<file path="config.mk">
export PLATFORM = sky130hd
export DESIGN_NAME = coef_bank_biquad
export DESIGN_NICKNAME = d
export VERILOG_FILES = /design/src/rtl/coef_bank_biquad.sv
export SDC_FILE = /design/constraint.sdc
export NUM_CORES = 2
export LEC_CHECK = 0
export ABC_AREA = 1
export BUFFER_PORTS_ARGS = -buffer_cell sky130_fd_sc_hd__buf_2
export CAP_MARGIN = 20
export CORE_MARGIN = 2
export CORE_UTILIZATION = 50
export CTS_CLUSTER_SIZE = 10
export DETAILED_ROUTE_END_ITERATION = 8
export GPL_ROUTABILITY_DRIVEN = 0
export PLACE_DENSITY = 0.73
export SLEW_MARGIN = 25
export SYNTH_ARGS = -nofsm -noshare
export SYNTH_HDL_FRONTEND = slang
export SYNTH_SLANG_ARGS = --single-unit
</file>
<file path="constraint.sdc">
create_clock -name clk -period 2.77 [get_ports clk]
set_input_delay 0.4155 -clock clk [delete_from_list [all_inputs] [get_ports clk]]
set_output_delay 0.4155 -clock clk [all_outputs]
set_load 0.005 [all_outputs]
</file>
<file path="src/rtl/coef_bank_biquad.sv">
// Coefficient store and sequencer for a time-multiplexed biquad MAC.
// Shadow bank is written by control; active bank is streamed one word per cycle per sample tick.
module coef_bank_biquad #(
  parameter  int CANT_BITS = 25,
  parameter  int FRAC      = 14,
  parameter  int N_FILT    = 3,
  parameter  int N_COEF    = 5,
  localparam int FW        = (N_FILT > 1) ? $clog2(N_FILT) : 1,
  localparam int IW        = (N_COEF > 1) ? $clog2(N_COEF) : 1
) (
  input  logic                 clk,
  input  logic                 reset,
  input  logic                 wr_en,
  input  logic [FW-1:0]        wr_filt,
  input  logic [IW-1:0]        wr_idx,
  input  logic [CANT_BITS-1:0] wr_dato,
  input  logic                 commit,
  input  logic [FW-1:0]        sel_filt,
  input  logic                 muestra_tick,
  output logic [CANT_BITS-1:0] cte,
  output logic [IW-1:0]        cte_idx,
  output logic                 cte_valid,
  output logic                 cte_last,
  output logic                 busy,
  output logic                 commit_pend,
  output logic                 overrun
);

  typedef logic [CANT_BITS-1:0] bank_t [N_FILT][N_COEF];
  typedef enum logic {IDLE, RUN} state_t;

  localparam logic [CANT_BITS-1:0] UNITY = {{(CANT_BITS-1){1'b0}}, 1'b1} << FRAC;

  state_t               state_q, state_d;
  logic [IW-1:0]        k_q, k_d;
  logic [FW-1:0]        sel_q, sel_d;
  bank_t                shadow_q, shadow_d;
  bank_t                active_q, active_d;
  logic                 commit_pend_q, commit_pend_d;
  logic [CANT_BITS-1:0] cte_q, cte_d;
  logic [IW-1:0]        cte_idx_q, cte_idx_d;
  logic                 cte_valid_q, cte_valid_d;
  logic                 cte_last_q, cte_last_d;
  logic                 busy_q, busy_d;
  logic                 overrun_q, overrun_d;
  logic                 tick_acc;

  // Out-of-range sets read as passthrough so a bad selector never streams garbage.
  function automatic logic [CANT_BITS-1:0] coef_at(input bank_t b, input logic [FW-1:0] s,
                                                   input logic [IW-1:0] k);
    if (32'(s) < N_FILT) return b[s][k];
    else return (k == '0) ? UNITY : '0;
  endfunction

  // Stream interface: cte/cte_idx/cte_last are meaningful only while cte_valid=1; there is
  // no ready, the MAC must consume one word per cycle for N_COEF consecutive cycles.
  always_comb begin
    state_d       = state_q;
    k_d           = k_q;
    sel_d         = sel_q;
    shadow_d      = shadow_q;
    active_d      = active_q;
    commit_pend_d = commit_pend_q;
    cte_d         = '0;
    cte_idx_d     = '0;
    cte_valid_d   = 1'b0;
    cte_last_d    = 1'b0;
    busy_d        = 1'b0;
    overrun_d     = 1'b0;
    tick_acc      = muestra_tick && (state_q == IDLE);

    if (wr_en && (32'(wr_filt) < N_FILT) && (32'(wr_idx) < N_COEF))
      shadow_d[wr_filt][wr_idx] = wr_dato;

    // Copy from shadow_q so a write landing in the tick cycle is not part of the swap.
    if (tick_acc && commit_pend_q) begin
      active_d      = shadow_q;
      commit_pend_d = 1'b0;
    end
    if (commit) commit_pend_d = 1'b1;

    case (state_q)
      IDLE: begin
        if (muestra_tick) begin
          sel_d       = sel_filt;
          cte_d       = coef_at(active_d, sel_filt, '0);
          cte_valid_d = 1'b1;
          cte_last_d  = (N_COEF == 1);
          busy_d      = 1'b1;
          k_d         = IW'(1);
          state_d     = RUN;
        end
      end
      RUN: begin
        overrun_d = muestra_tick;
        if (cte_last_q) begin
          state_d = IDLE;
          k_d     = '0;
        end else begin
          cte_d       = coef_at(active_q, sel_q, k_q);
          cte_idx_d   = k_q;
          cte_valid_d = 1'b1;
          cte_last_d  = (k_q == IW'(N_COEF - 1));
          busy_d      = 1'b1;
          k_d         = k_q + IW'(1);
        end
      end
      default: state_d = IDLE;
    endcase
  end

  always_ff @(posedge clk) begin
    if (reset) begin
      state_q       <= IDLE;
      k_q           <= '0;
      sel_q         <= '0;
      commit_pend_q <= 1'b0;
      cte_q         <= '0;
      cte_idx_q     <= '0;
      cte_valid_q   <= 1'b0;
      cte_last_q    <= 1'b0;
      busy_q        <= 1'b0;
      overrun_q     <= 1'b0;
      for (int f = 0; f < N_FILT; f++) begin
        for (int c = 0; c < N_COEF; c++) begin
          shadow_q[f][c] <= (c == 0) ? UNITY : '0;
          active_q[f][c] <= (c == 0) ? UNITY : '0;
        end
      end
    end else begin
      state_q       <= state_d;
      k_q           <= k_d;
      sel_q         <= sel_d;
      commit_pend_q <= commit_pend_d;
      cte_q         <= cte_d;
      cte_idx_q     <= cte_idx_d;
      cte_valid_q   <= cte_valid_d;
      cte_last_q    <= cte_last_d;
      busy_q        <= busy_d;
      overrun_q     <= overrun_d;
      shadow_q      <= shadow_d;
      active_q      <= active_d;
    end
  end

  assign cte         = cte_q;
  assign cte_idx     = cte_idx_q;
  assign cte_valid   = cte_valid_q;
  assign cte_last    = cte_last_q;
  assign busy        = busy_q;
  assign commit_pend = commit_pend_q;
  assign overrun     = overrun_q;

endmodule

</file>
Word-level counts from Yosys, hierarchy flattened
Cells that the tools add are included.

operators by class
  equality and inequality tests = 2
  bitwise operators = 6
  multiplexer cells = 31
  add/sub/neg operators = 1
  magnitude comparators = 11
  reductions and logical operators = 11

operators with widths
  kind                   count
  $mux W125              5
  $bmux W125 S2          2
  $bwmux W375            1
  $mux W375              1
  $demux W125 S2         1
  $mux W25               7
  $bmux W25 S3           1
  $demux W25 S3          1
  $pmux W25 S2           1
  $mux W15               1
  $ge A3 B3 Y1 const B   3
  $not A2 Y3             3
  $ge A4 B4 Y1 const B   2
  $not A3 Y4             2
  $logic_and A1 B1 Y1    6
  $lt A2 B2 Y1 const B   3
  $mux W3                2
  $pmux W3 S2            1
  $mux W1                5
  $lt A4 B1 Y1 const B   1
  $pmux W1 S2            2
  $add A3 B1 Y3 const B  1
  $eq A3 B3 Y1 const B   1
  $logic_not A3 Y1       1
  other kinds (8)        8

word-level totals
  input port bits = 37
  word-level logic and storage cells = 100
  bits in registers = 787

Depth between registers and ports, before layout
  depth after elaboration = 10
  depth in mapped cells = 13
  depth with buffers taken out = 12

Least setup slack after synthesis
OpenSTA, ideal clock, no wires.

  path kind = flip-flop to flip-flop
  start = reg, netlist name busy
  end = reg cte_q[6], in the netlist cte[6]
  setup slack = 1.263 ns
  arrival = 1.375 ns
  cell stages (with the launch flop) = 10
  period minus slack after synthesis = 1.507 ns
  required time = 2.638 ns
  cells stage by stage = dfxtp_1 -> inv_2 -> nand3_2 -> inv_2 -> buf_4 -> buf_4 -> o21ai_0 -> nor2_1 -> o21ai_1 -> a21oi_1

RTL lines
  element               line  RTL
  to (signal assigned)  135   cte_q <= cte_d;
  to (decl)             40    logic [CANT_BITS-1:0] cte_q, cte_d;

Final worst setup path
  start = reg sel_q[1]
  end = reg cte_q[15], in the netlist cte[15]

between the ends
  cells in the longest elaborated chain, start to end = 10
  elaborated cells between the ends (all ways) = 11
  classes of those cells = order compare: 1; mux: 9; bitwise: 1

ends and longest elaborated chain
  element                                       line  RTL
  from (decl)                                   36    logic [FW-1:0] sel_q, sel_d;
  from (signal assigned)                        133   sel_q <= sel_d;
  $not A2 Y3 (not written as such)              51    if (32'(s) < N_FILT) return b[s][k];
  $bmux W125 S2                                 51
  $mux W125 (not written as such) (2 in a row)  51
  $bmux W25 S3                                  51
  $mux W25 (not written as such) (2 in a row)   51
  $mux W25 *                                    51
  $mux W25 *                                    96    if (cte_last_q) begin
  $pmux W25 S2 *                                82    case (state_q)

Mark *: on every way between the ends. The rest lies on a longest branch, timed or not. The select of a mux whose other input is x is not followed.
A chain may end at the register's enable or synchronous reset.

==> flow_summary_export.csv <==
group,metric,value,unit
run_status,status,"complete, no violations",
yosys,ys_ff_latch,787,
pwr,total_power,24700,µW
yosys,syn_area,31500,µm²
detailed_routing,viasPerCell,5.44,
grt,grt_pass1_wl,143000,µm
pwr,power.switching,6390,µW
detailed_routing,wire_per_inst,17.8,µm
yosys,postSynthCellCount,4364,
setup_path,start_kind,"flip-flop",
die,start_util,0.502,
cells_and_area,fillCellCount,5886,
yosys,synth-seq-area-share,0.500,
cts,cts_resized,0,
yosys,synthSimpleGateAreaFrac,0.174,
pwr,intPower,18300,µW
cells_and_area,multi_input_area,12700,µm²
detailed_routing,routed_wirelength,91400,µm
sta,hold_violations,0,
die,die_h,255,µm
setup_path,reg2reg_slack,0.50,ns
sta,timing.final.ws_setup,0.499,ns
cts,clockRootBuffer,"clkbuf_16",
detailed_routing,drt-pass1-iter-count,6,
yosys,yosysTopAreaCell,"dfxtp_1",
grt,grt_overflow_total,0,
cts,clock_path_buffers,3,
cts,holdBufCountCts,0,
sta,fmax,440,MHz
sta,rsz0062_at_grt,"no",
cts,clkTransAtPathRegs,0.05,ns
grt,antenna_found_initial,0,
setup_path,cp_slowest_stage_delay,0.40,ns
yosys,syn_avg_cell_area,7.22,µm²
detailed_routing,vias,27900,
cts,cts_buffers,89,
die,die_x,255,µm
cts,cts_setup_buffers,0,
setup_path,crit_type,"reg -> reg",
placed_design,portBuffers,69,
die,die_area,65000,µm²
sta,worst_slew_pin_slew,0.836,ns
setup_path,cp_top_family,"buffers and inverters",
hold_path,hp-class,"in -> reg",
setup_path,critPathSlowestCell,"dfxtp_4",
yosys,synth_area_leaders,"dfxtp_1 50%, o21ai_0 11%, nand2_1 9.9%",
setup_path,crit_chain,"inv_2 -> buf_4 -> buf_4 -> nand3_1 -> o21ai_0 -> nand2_1 -> a21oi_1 -> nand3_1 -> a21oi_1",
setup_path,crit_path_end_kind,"flip-flop",
detailed_routing,final_antenna_net_count,0,
yosys,netlist.area_leader.share,0.500,
pwr,powerDensity,709,nW/µm²
yosys,muxShareOfSynthArea,0,
grt,grtUsageTotal,0.280,
detailed_routing,route.detailed.drc,0,
yosys,syn_nets,4403,
yosys,synth_xor_area_frac,0,
sta,setup_tns,0,ns
yosys,synth_compound_area_frac,0.226,
pwr,clockPowerShare,0.413,
cells_and_area,final_nets,4312,
cts,htree_levels,3,
placed_design,place_ws,0.474,ns
sta,slew_headroom,0.442,
sta,skew,0.0198,ns
grt,grt_start_max_net_pins,153,
yosys,synthAdderAreaFrac,0.000794,
setup_path,cp_num_buf_inv,3,
cells_and_area,final_layout_size_suffix_gt1_frac,0.0700,
die,io_pins,70,
die,fp-row-count,92,
pwr,leakage,0.0135,µW
pwr,ir_drop,0.366,mV
sta,timing.final.crit_share,0.820,
cts,cts_tree,"yes",
die,coreArea,62700,µm²
setup_path,crit_arrival,2.81,ns
cells_and_area,synthToLayoutAreaGrowth,10.6,%
setup_path,cp.required,3.31,ns
detailed_routing,drt-initial-drc-count,2642,
pwr,seq_power_share,0.480,
pwr,netSwitchingFraction,0.259,
cts,clock_sinks,787,
setup_path,cp_max_fo,17,
cells_and_area,seq_area,15800,µm²
yosys,ys_warn_count,0,
cts,clk_latency,0.63,ns
sta,post-route-min-period,2.27,ns
placed_design,hpwl,55000,µm
grt,grt_pass1_vias,26000,
flow_run,drv_cap,0,
pwr,combinationalPowerShare,0.108,
sta,setup_violations,0,
yosys,synth_cell_types,33,
sta,final_max_slew_viol_count,0,
yosys,synth_top_family_by_area,"compound AO/OA/AOI/OAI gates",
synth_stat cells (all sizes together):
cell type    n
a21oi      577
dfxtp      787
clkinv       3
buf        122
or2          9
o21ai      714
o21a        23
nor3b        1
nand2      834
nor3         2
a211oi       4
nand3      115
o211ai      14
a31oi        1
ha           2
o2111ai     15
clkbuf     218
a21boi       1
inv        450
nor2       440
o22ai       31
nand4        1
placed cells by master (no fill, tap or decap), types with 3 or more instances in the layout:
| master | Yosys | final |
|---|---|---|
| or2_2 | 5 | 5 |
| inv_1 | 437 | 436 |
| clkbuf_8 | 0 | 3 |
| dfxtp_4 | 0 | 3 |
| nor2_1 | 433 | 430 |
| buf_4 | 10 | 67 |
| nand2_1 | 832 | 832 |
| nor2_2 | 6 | 8 |
| buf_12 | 0 | 22 |
| clkbuf_16 | 0 | 91 |
| a21oi_1 | 577 | 577 |
| o21ai_1 | 35 | 35 |
| nand3_1 | 114 | 108 |
| o21ai_0 | 679 | 679 |
| or2_0 | 4 | 4 |
| buf_2 | 102 | 68 |
| dfxtp_1 | 787 | 783 |
| clkbuf_1 | 218 | 7 |
| inv_2 | 13 | 13 |
| inv_6 | 0 | 4 |
| a211oi_1 | 4 | 4 |
| o211ai_1 | 14 | 14 |
| o21a_1 | 22 | 22 |
| nand3_2 | 1 | 6 |
| o22ai_1 | 31 | 31 |
| o2111ai_1 | 15 | 15 |
cell type report:
type / count / area share
Sequential cell: 787 / 0.452
Multi-Input combinational cell: 2784 / 0.363
Clock buffer: 100 / 0.0669
Timing Repair Buffer: 158 / 0.0372
Clock inverter: 4 / 0.000897
Antenna cell: 1 / 0.0000718
Inverter: 453 / 0.0491
Tap cell: 846 / 0.0304
state kept, by name, indices dropped and copies added, names as in the netlist, 2 cells and up:
signal    flops
cte_idx       3
sel_q         2
k_q           3
cte          25
active_q    375
shadow_q    375
path summary, 6_finish.rpt:
path                                end  cells past startpoint                       start
max                  cte[15]$_SDFF_PP0_                      9       sel_q[1]$_SDFFE_PP0N_
min reg2reg  active_q[200]$_SDFFE_PP0N_                      2  shadow_q[200]$_SDFFE_PP0P_
min            commit_pend$_SDFFE_PP0P_                      3                      commit
max reg2reg          cte[15]$_SDFF_PP0_                      9       sel_q[1]$_SDFFE_PP0N_
power groups by stage:
stage	clock network [µW]	logic (µW)	registers, µW
after floorplan	0	1750	12000
after global placement	0	2590	12100
after detailed placement	0	2620	12100
after CTS	10300	2630	11800
after global routing	10800	2950	11900
final	10200	2660	11900
stage by stage:
stage	hold WS, ns	instances	util	instance area [µm²]
detailed placement	0.430	5028	0.518	32500
global placement	0.426	5028	0.518	32500
floorplan	0.420	4364	-	31500
global route	0.0601	5132	0.556	34900
finish	0.0404	5133	0.556	34900
CTS	0.0201	5132	0.556	34900
logic make-up after synthesis:
group | Yosys count
and+or+nand+nor | 1402
AOI/OAI and AO/OA | 1380
buffers and inverters | 793
adders and majority gates | 2
DFF | 787
metal layers:
layer | track usage | wire, µm
met5 | 0 | 0
met4 | 0.149 | 4460
met3 | 0.0390 | 5660
met2 | 0.472 | 43000
met1 | 0.348 | 38200
tightest hold or removal path: cells and delay by family:
kind / cells / cell delay [ns]
AOI/OAI and AO/OA: 1 / 0.04
and+or+nand+nor: 1 / 0.07
buffers and inverters: 1 / 0.10
(Power assumes the default switching activity.)
